==> config.mk <==
export PLATFORM = sky130hd
export DESIGN_NAME = mem_stage_flat
export DESIGN_NICKNAME = d
export VERILOG_FILES = /design/src/rtl/mem_stage_pkg.sv /design/src/rtl/mem_stage_if.sv /design/src/rtl/mem_stage_mem_wb_register.sv /design/src/rtl/mem_stage.sv /design/src/flat_wrapper.sv
export SDC_FILE = /design/constraint.sdc
export NUM_CORES = 1
export LEC_CHECK = 0
export ABC_AREA = 1
export CELL_PAD_IN_SITES_DETAIL_PLACEMENT = 1
export CELL_PAD_IN_SITES_GLOBAL_PLACEMENT = 1
export CORE_AREA = 2 2 253 255
export DETAILED_ROUTE_END_ITERATION = 8
export DIE_AREA = 0 0 255 257
export PLACE_DENSITY_LB_ADDON = 0.1
export SYNTH_ARGS = -nofsm -noshare
export SYNTH_HDL_FRONTEND = slang
export SYNTH_HIERARCHICAL = 1
export SYNTH_SLANG_ARGS = --single-unit
==> constraint.sdc <==
create_clock -name clk -period 4.5 [get_ports clk]
set_input_delay 0.675 -clock clk [delete_from_list [all_inputs] [get_ports clk]]
set_output_delay 0.675 -clock clk [all_outputs]
set_load 0.05 [all_outputs]
==> src/rtl/mem_stage_pkg.sv <==
// Shared definitions for the MEM stage: default widths,
// timeout limit and the data-memory handshake FSM states.
package mem_stage_pkg;

    localparam int DATA_W_DEF   = 64;
    localparam int WR_W_DEF     = 32;
    localparam int MAX_WAIT_DEF = 15;

    typedef enum logic [1:0] {
        IDLE = 2'd0,
        REQ  = 2'd1,
        DONE = 2'd2
    } state_e;

endpackage

==> src/rtl/mem_stage_if.sv <==
// Data-memory req/ack bus between the MEM stage and memory.
// master: req, we, addr, wdata out; rdata, ack in. slave: mirror.
interface mem_stage_if
    import mem_stage_pkg::*;
#(
    parameter int DATA_W = DATA_W_DEF
);
    logic              req;
    logic              we;
    logic [DATA_W-1:0] addr;
    logic [DATA_W-1:0] wdata;
    logic [DATA_W-1:0] rdata;
    logic              ack;

    modport master (
        output req, we, addr, wdata,
        input  rdata, ack
    );

    modport slave (
        input  req, we, addr, wdata,
        output rdata, ack
    );
endinterface

==> src/rtl/mem_stage_mem_wb_register.sv <==
// MEM/WB pipeline register: loads on en_i, otherwise inserts
// a bubble (valid/controls cleared, data fields held).
module mem_wb_register
    import mem_stage_pkg::*;
#(
    parameter int DATA_W = DATA_W_DEF,
    parameter int WR_W   = WR_W_DEF
) (
    input  logic              clk,
    input  logic              rst_n,
    input  logic              en_i,
    input  logic [DATA_W-1:0] read_data_i,
    input  logic [DATA_W-1:0] alu_result_i,
    input  logic [WR_W-1:0]   wr_i,
    input  logic              memToReg_i,
    input  logic              reg_write_i,
    output logic              valid_o,
    output logic [DATA_W-1:0] read_data_o,
    output logic [DATA_W-1:0] alu_result_o,
    output logic [WR_W-1:0]   wr_o,
    output logic              memToReg_o,
    output logic              reg_write_o
);

    always_ff @(posedge clk or negedge rst_n) begin
        if (!rst_n) begin
            valid_o      <= 1'b0;
            read_data_o  <= '0;
            alu_result_o <= '0;
            wr_o         <= '0;
            memToReg_o   <= 1'b0;
            reg_write_o  <= 1'b0;
        end else if (en_i) begin
            valid_o      <= 1'b1;
            read_data_o  <= read_data_i;
            alu_result_o <= alu_result_i;
            wr_o         <= wr_i;
            memToReg_o   <= memToReg_i;
            reg_write_o  <= reg_write_i;
        end else begin
            valid_o      <= 1'b0;
            memToReg_o   <= 1'b0;
            reg_write_o  <= 1'b0;
        end
    end

endmodule

==> src/rtl/mem_stage.sv <==
// MEM stage: data-memory handshake FSM, pipeline freeze,
// branch resolution and the MEM/WB register.
// Ports: EX/MEM fields in; stall_o/pc_src_o/branch_tgt_o out;
// dmem bus (master); wb_* MEM/WB outputs; sticky dmem_err.
module mem_stage
    import mem_stage_pkg::*;
#(
    parameter int DATA_W   = DATA_W_DEF,
    parameter int WR_W     = WR_W_DEF,
    parameter int MAX_WAIT = MAX_WAIT_DEF
) (
    input  logic              clk,
    input  logic              rst_n,
    input  logic [DATA_W-1:0] pc_plus_imm,
    input  logic [DATA_W-1:0] alu_result,
    input  logic [WR_W-1:0]   wr,
    input  logic [DATA_W-1:0] rd2,
    input  logic              mem_read,
    input  logic              mem_write,
    input  logic              memToReg,
    input  logic              branch,
    input  logic              reg_write,
    input  logic              zero,
    output logic              stall_o,
    output logic              pc_src_o,
    output logic [DATA_W-1:0] branch_tgt_o,
    mem_stage_if.master       dmem,
    output logic              wb_valid,
    output logic [DATA_W-1:0] wb_read_data,
    output logic [DATA_W-1:0] wb_alu_result,
    output logic [WR_W-1:0]   wb_wr,
    output logic              wb_memToReg,
    output logic              wb_reg_write,
    output logic              dmem_err
);

    localparam int CNT_W = $clog2(MAX_WAIT + 1);

    state_e            state_q, state_d;
    logic [CNT_W-1:0]  cnt_q, cnt_d;
    logic              req_q, req_d;
    logic              we_q, we_d;
    logic [DATA_W-1:0] addr_q, addr_d;
    logic [DATA_W-1:0] wdata_q, wdata_d;
    logic [DATA_W-1:0] rdata_q, rdata_d;
    logic              err_q, err_d;
    logic              mem_op;
    logic [DATA_W-1:0] wb_rdata_in;

    assign mem_op = mem_read | mem_write;

    always_ff @(posedge clk or negedge rst_n) begin
        if (!rst_n) begin
            state_q <= IDLE;
            cnt_q   <= '0;
            req_q   <= 1'b0;
            we_q    <= 1'b0;
            addr_q  <= '0;
            wdata_q <= '0;
            rdata_q <= '0;
            err_q   <= 1'b0;
        end else begin
            state_q <= state_d;
            cnt_q   <= cnt_d;
            req_q   <= req_d;
            we_q    <= we_d;
            addr_q  <= addr_d;
            wdata_q <= wdata_d;
            rdata_q <= rdata_d;
            err_q   <= err_d;
        end
    end

    always_comb begin
        state_d = state_q;
        cnt_d   = cnt_q;
        req_d   = req_q;
        we_d    = we_q;
        addr_d  = addr_q;
        wdata_d = wdata_q;
        rdata_d = rdata_q;
        err_d   = err_q;
        unique case (state_q)
            IDLE: begin
                if (mem_op) begin
                    addr_d  = alu_result;
                    wdata_d = rd2;
                    we_d    = mem_write;
                    req_d   = 1'b1;
                    cnt_d   = '0;
                    state_d = REQ;
                end
            end
            REQ: begin
                // An ack in the final wait cycle still wins.
                if (dmem.ack) begin
                    if (!we_q) begin
                        rdata_d = dmem.rdata;
                    end
                    req_d   = 1'b0;
                    state_d = DONE;
                end else if (cnt_q == CNT_W'(MAX_WAIT - 1)) begin
                    cnt_d   = CNT_W'(MAX_WAIT);
                    req_d   = 1'b0;
                    err_d   = 1'b1;
                    rdata_d = '0;
                    state_d = DONE;
                end else begin
                    cnt_d = cnt_q + CNT_W'(1);
                end
            end
            DONE: begin
                state_d = IDLE;
            end
            default: begin
                state_d = IDLE;
            end
        endcase
    end

    assign stall_o = ((state_q == IDLE) & mem_op)
                   | (state_q == REQ);

    assign pc_src_o     = branch & zero;
    assign branch_tgt_o = pc_plus_imm;

    assign dmem.req   = req_q;
    assign dmem.we    = we_q;
    assign dmem.addr  = addr_q;
    assign dmem.wdata = wdata_q;
    assign dmem_err   = err_q;

    // The only unstalled edge of a memory op is in DONE.
    assign wb_rdata_in = ((state_q == DONE) && !we_q)
                       ? rdata_q : '0;

    mem_wb_register #(
        .DATA_W (DATA_W),
        .WR_W   (WR_W)
    ) u_mem_wb (
        .clk          (clk),
        .rst_n        (rst_n),
        .en_i         (~stall_o),
        .read_data_i  (wb_rdata_in),
        .alu_result_i (alu_result),
        .wr_i         (wr),
        .memToReg_i   (memToReg),
        .reg_write_i  (reg_write),
        .valid_o      (wb_valid),
        .read_data_o  (wb_read_data),
        .alu_result_o (wb_alu_result),
        .wr_o         (wb_wr),
        .memToReg_o   (wb_memToReg),
        .reg_write_o  (wb_reg_write)
    );

endmodule

==> src/flat_wrapper.sv <==
// flat-port wrapper written by rule: the top's interface ports become plain ports
module mem_stage_flat import mem_stage_pkg::*;
#(
    parameter int DATA_W   = DATA_W_DEF,
    parameter int WR_W     = WR_W_DEF,
    parameter int MAX_WAIT = MAX_WAIT_DEF
)
  (clk, rst_n, pc_plus_imm, alu_result, wr, rd2, mem_read, mem_write, memToReg, branch, reg_write, zero, stall_o, pc_src_o, branch_tgt_o, wb_valid, wb_read_data, wb_alu_result, wb_wr, wb_memToReg, wb_reg_write, dmem_err, dmem_req, dmem_we, dmem_addr, dmem_wdata, dmem_rdata, dmem_ack);
  mem_stage_if #(.DATA_W(DATA_W)) dmem_i ();
  input  logic clk;
  input  logic rst_n;
  input  logic [DATA_W-1:0] pc_plus_imm;
  input  logic [DATA_W-1:0] alu_result;
  input  logic [WR_W-1:0] wr;
  input  logic [DATA_W-1:0] rd2;
  input  logic mem_read;
  input  logic mem_write;
  input  logic memToReg;
  input  logic branch;
  input  logic reg_write;
  input  logic zero;
  output logic stall_o;
  output logic pc_src_o;
  output logic [DATA_W-1:0] branch_tgt_o;
  output logic wb_valid;
  output logic [DATA_W-1:0] wb_read_data;
  output logic [DATA_W-1:0] wb_alu_result;
  output logic [WR_W-1:0] wb_wr;
  output logic wb_memToReg;
  output logic wb_reg_write;
  output logic dmem_err;
  output wire logic [$bits(dmem_i.req)-1:0] dmem_req;
  output wire logic [$bits(dmem_i.we)-1:0] dmem_we;
  output wire logic [$bits(dmem_i.addr)-1:0] dmem_addr;
  output wire logic [$bits(dmem_i.wdata)-1:0] dmem_wdata;
  input wire logic [$bits(dmem_i.rdata)-1:0] dmem_rdata;
  input wire logic [$bits(dmem_i.ack)-1:0] dmem_ack;
  assign dmem_req = dmem_i.req;
  assign dmem_we = dmem_i.we;
  assign dmem_addr = dmem_i.addr;
  assign dmem_wdata = dmem_i.wdata;
  assign dmem_i.rdata = dmem_rdata;
  assign dmem_i.ack = dmem_ack;
  mem_stage #(.DATA_W(DATA_W), .WR_W(WR_W), .MAX_WAIT(MAX_WAIT)) u_core (.clk(clk), .rst_n(rst_n), .pc_plus_imm(pc_plus_imm), .alu_result(alu_result), .wr(wr), .rd2(rd2), .mem_read(mem_read), .mem_write(mem_write), .memToReg(memToReg), .branch(branch), .reg_write(reg_write), .zero(zero), .stall_o(stall_o), .pc_src_o(pc_src_o), .branch_tgt_o(branch_tgt_o), .dmem(dmem_i), .wb_valid(wb_valid), .wb_read_data(wb_read_data), .wb_alu_result(wb_alu_result), .wb_wr(wb_wr), .wb_memToReg(wb_memToReg), .wb_reg_write(wb_reg_write), .dmem_err(dmem_err));
endmodule
==> out/metrics.yaml <==
run_status:
  status: "completed"
yosys:
  synth_cell_types: 20
  synthesis.nets: 2080
  yosysWarnings: 6
  ys_seq_area_share_pct: 59.5
  async_reset_ff_share_pct: 100
  syn-mean-instance-area_um2: 8.59
  synth_seq_cells: 364
  synth_edf_count: 0
  synth_cells: 1781
  ys.flop_type: "dfrtp_1"
  syn_area_mm2: 0.0153
floorplanning:
  fp.dieW_um: 255
  rows: 92
  dieArea_mm2: 0.0655
  core_mm2: 0.0627
  start_util_pct: 24.4
  ios: 657
  die_h_um: 257
clock_tree:
  cts_buffer_depth: 3
  cts_resized: 0
  cts_buffers: 46
  ctsHoldBuffers: 0
  clockRootBuffer: "clkbuf_16"
  cts.sinks: 364
  ctsHtreeMaxLevel: 2
  clock_latency_ns: 0.56
  path_clk_slew_ns: 0.05
  cts_tree: "built"
  cts_setup_buffers: 0
placement:
  gp_congestion: 0.749
  place_hpwl_um: 39500
  portBuffers: 528
route:
  route.detailed.drc: 0
  wl_per_cell_um: 19.1
  firstDrtPassIters: 4
  drt_iter0_markers: 654
  ant_nets: 0
  route.vias.total: 13100
  wl_um: 58800
  vias_per_cell: 4.25
timing:
  max_freq_mhz: 374
  final-setup-viol-count: 0
  fin_setup_tns_ns: 0
  worstMarginPinSlew_ns: 0.931
  period_share_pct: 59.5
  slew-limit-headroom_pct: 37.9
  layout_min_cycle_time_ns: 2.68
  drv_slew: 0
  finalHoldViolCount: 0
  rsz0062_at_grt: "false"
  fin_skew_ns: 0.00969
worst_setup_path:
  end_kind: "output pin"
  reg2reg_from: "u_core/state_q[0]"
  r2r_setup_slack_ns: 1.97
  path_buf_inv: 3
  cp.required_ns: 3.83
  critPathKind: "primary input to output pin"
  worstRegToRegCells: 5
  worstPathMaxFanout: 1
  cp.arrival_ns: 2.00
  crit_family: "buffers and inverters"
  r2r-end: "u_core/dmem.addr[62]"
  crit_path_frequent_cell: "clkdlybuf4s50_1"
  path_cells: "clkdlybuf4s50_1, nand2_1, inv_1, clkdlybuf4s50_1"
  startpoint_type: "primary input"
  cp_slowest_cell: "clkdlybuf4s50_1"
  slowest_delay_ns: 0.78
grt:
  grt.total_usage_pct: 17.7
  antenna_found_initial: 5
  gr-total-overflow: 0
  grt_first_pass_wirelength_um: 88800
  grt_max_degree: 137
  grt_pass1_vias: 14000
flow_run:
  drv_cap: 0
min_path:
  hold_class: "primary input to asynchronous set/reset pin"
pwr:
  powerDensity_mw_per_mm2: 858
  peakVddDrop_mv: 0.385
  leakage_nw: 10.9
layout:
  area_delta_synth_final_pct: 45.1
  fin_nets: 2499
  drive_gt1_share_pct: 4.30
  fin_util_pct: 35.4
-- flip-flops by register name, summed over array words and instances (netlist names) --
name	flops
u_core/state_q	2
u_core/u_mem_wb/valid_o	1
u_core/dmem_err	1
u_core/u_mem_wb/alu_result_o	64
u_core/u_mem_wb/memToReg_o	1
u_core/u_mem_wb/reg_write_o	1
u_core/dmem.req	1
u_core/rdata_q	64
u_core/u_mem_wb/wr_o	32
u_core/dmem.we	1
u_core/u_mem_wb/read_data_o	64
u_core/dmem.addr	64
u_core/cnt_q	4
u_core/dmem.wdata	64
-- cell usage in the layout, fill, tap and decap left out, drive strengths merged --
cell type,instances
dfrtp,364
inv,83
clkbuf,71
nand3,139
clkinv,6
bufinv,2
o21ai,4
clkdlybuf4s50,525
nor2,65
nand2,884
xor2,1
diode,4
ha,2
nand4,65
buf,21
-- cells in the mapped netlist, types with 2 or more instances --
| master | n | area, um^2 |
|---|---|---|
| nand2_1 | 883 | 3310 |
| dfrtp_1 | 364 | 9110 |
| nand3_1 | 137 | 686 |
| inv_1 | 79 | 297 |
| buf_4 | 74 | 556 |
| buf_2 | 68 | 340 |
| nand4_1 | 65 | 407 |
| nor2_1 | 64 | 240 |
| buf_6 | 17 | 191 |
| clkbuf_1 | 11 | 41.3 |
| buf_1 | 5 | 18.8 |
| o21ai_0 | 4 | 20.0 |
| ha_1 | 2 | 25.0 |
| inv_2 | 2 | 7.51 |
-- worst max-delay path by stage --
stage	from	depth (start not counted)	slack, ns	endpoint
after floorplan	mem_write	12	2.34	u_core/u_mem_wb/alu_result_o[24]
after global placement	mem_write	10	1.73	u_core/u_mem_wb/read_data_o[16]
after detailed placement	mem_write	9	1.69	u_core/u_mem_wb/read_data_o[26]
after CTS	branch	4	1.81	pc_src_o
after global routing	u_core/state_q[0]	5	1.76	u_core/dmem.addr[62]
final	branch	4	1.82	pc_src_o
-- through the flow --
stage                     instance area, um^2  worst slack (ns)  total power, mW  hold WS, ns  std cells
after global placement                  20800              1.73             15.6        0.453       2998
after floorplan                         15300              2.34             12.1        0.379       1781
final                                   22200              1.82             19.1        0.187       3082
after CTS                               22200              1.81             19.4        0.215       3078
after global routing                    22200              1.76             20.2        0.246       3081
after detailed placement                20800              1.69             15.7        0.457       2998
-- layer usage --
metal | global-route usage, % | wire, um | vias to the layer above
met2 | 30.7 | 29500 | 351
met1 | 21.1 | 23800 | 6408
met4 | 5.38 | 1450 | 4
li1 | - | - | 6261
met5 | 0 | 32 | -
met3 | 5.22 | 4070 | 86
-- cell families after synthesis --
logic type	count (synthesis)	share of synthesized area, %
compound gates	4	0.131
xor+xnor	1	0.0572
fa+ha+maj	2	0.163
buf+inv	257	9.52
flops	364	59.5
simple gates	1153	30.6
-- report_power, final --
group | internal (mW) | switching (mW) | leakage (nW)
Combinational | 2.87 | 7.22 | 5.62
Sequential | 4.64 | 0.754 | 4.60
Clock | 2.14 | 1.43 | 0.706
-- area by class of cell --
cell class / instances / area [um^2]
clock buffer: 71 / 1340
sequential: 364 / 9110
timing repair buffer: 546 / 5520
multi-input combinational: 1160 / 4770
inverter: 82 / 318
antenna: 4 / 10.0
fill: 7192 / 40500
tap: 846 / 1060
clock inverter: 9 / 98.8
Power figures use the tool's default switching activity.
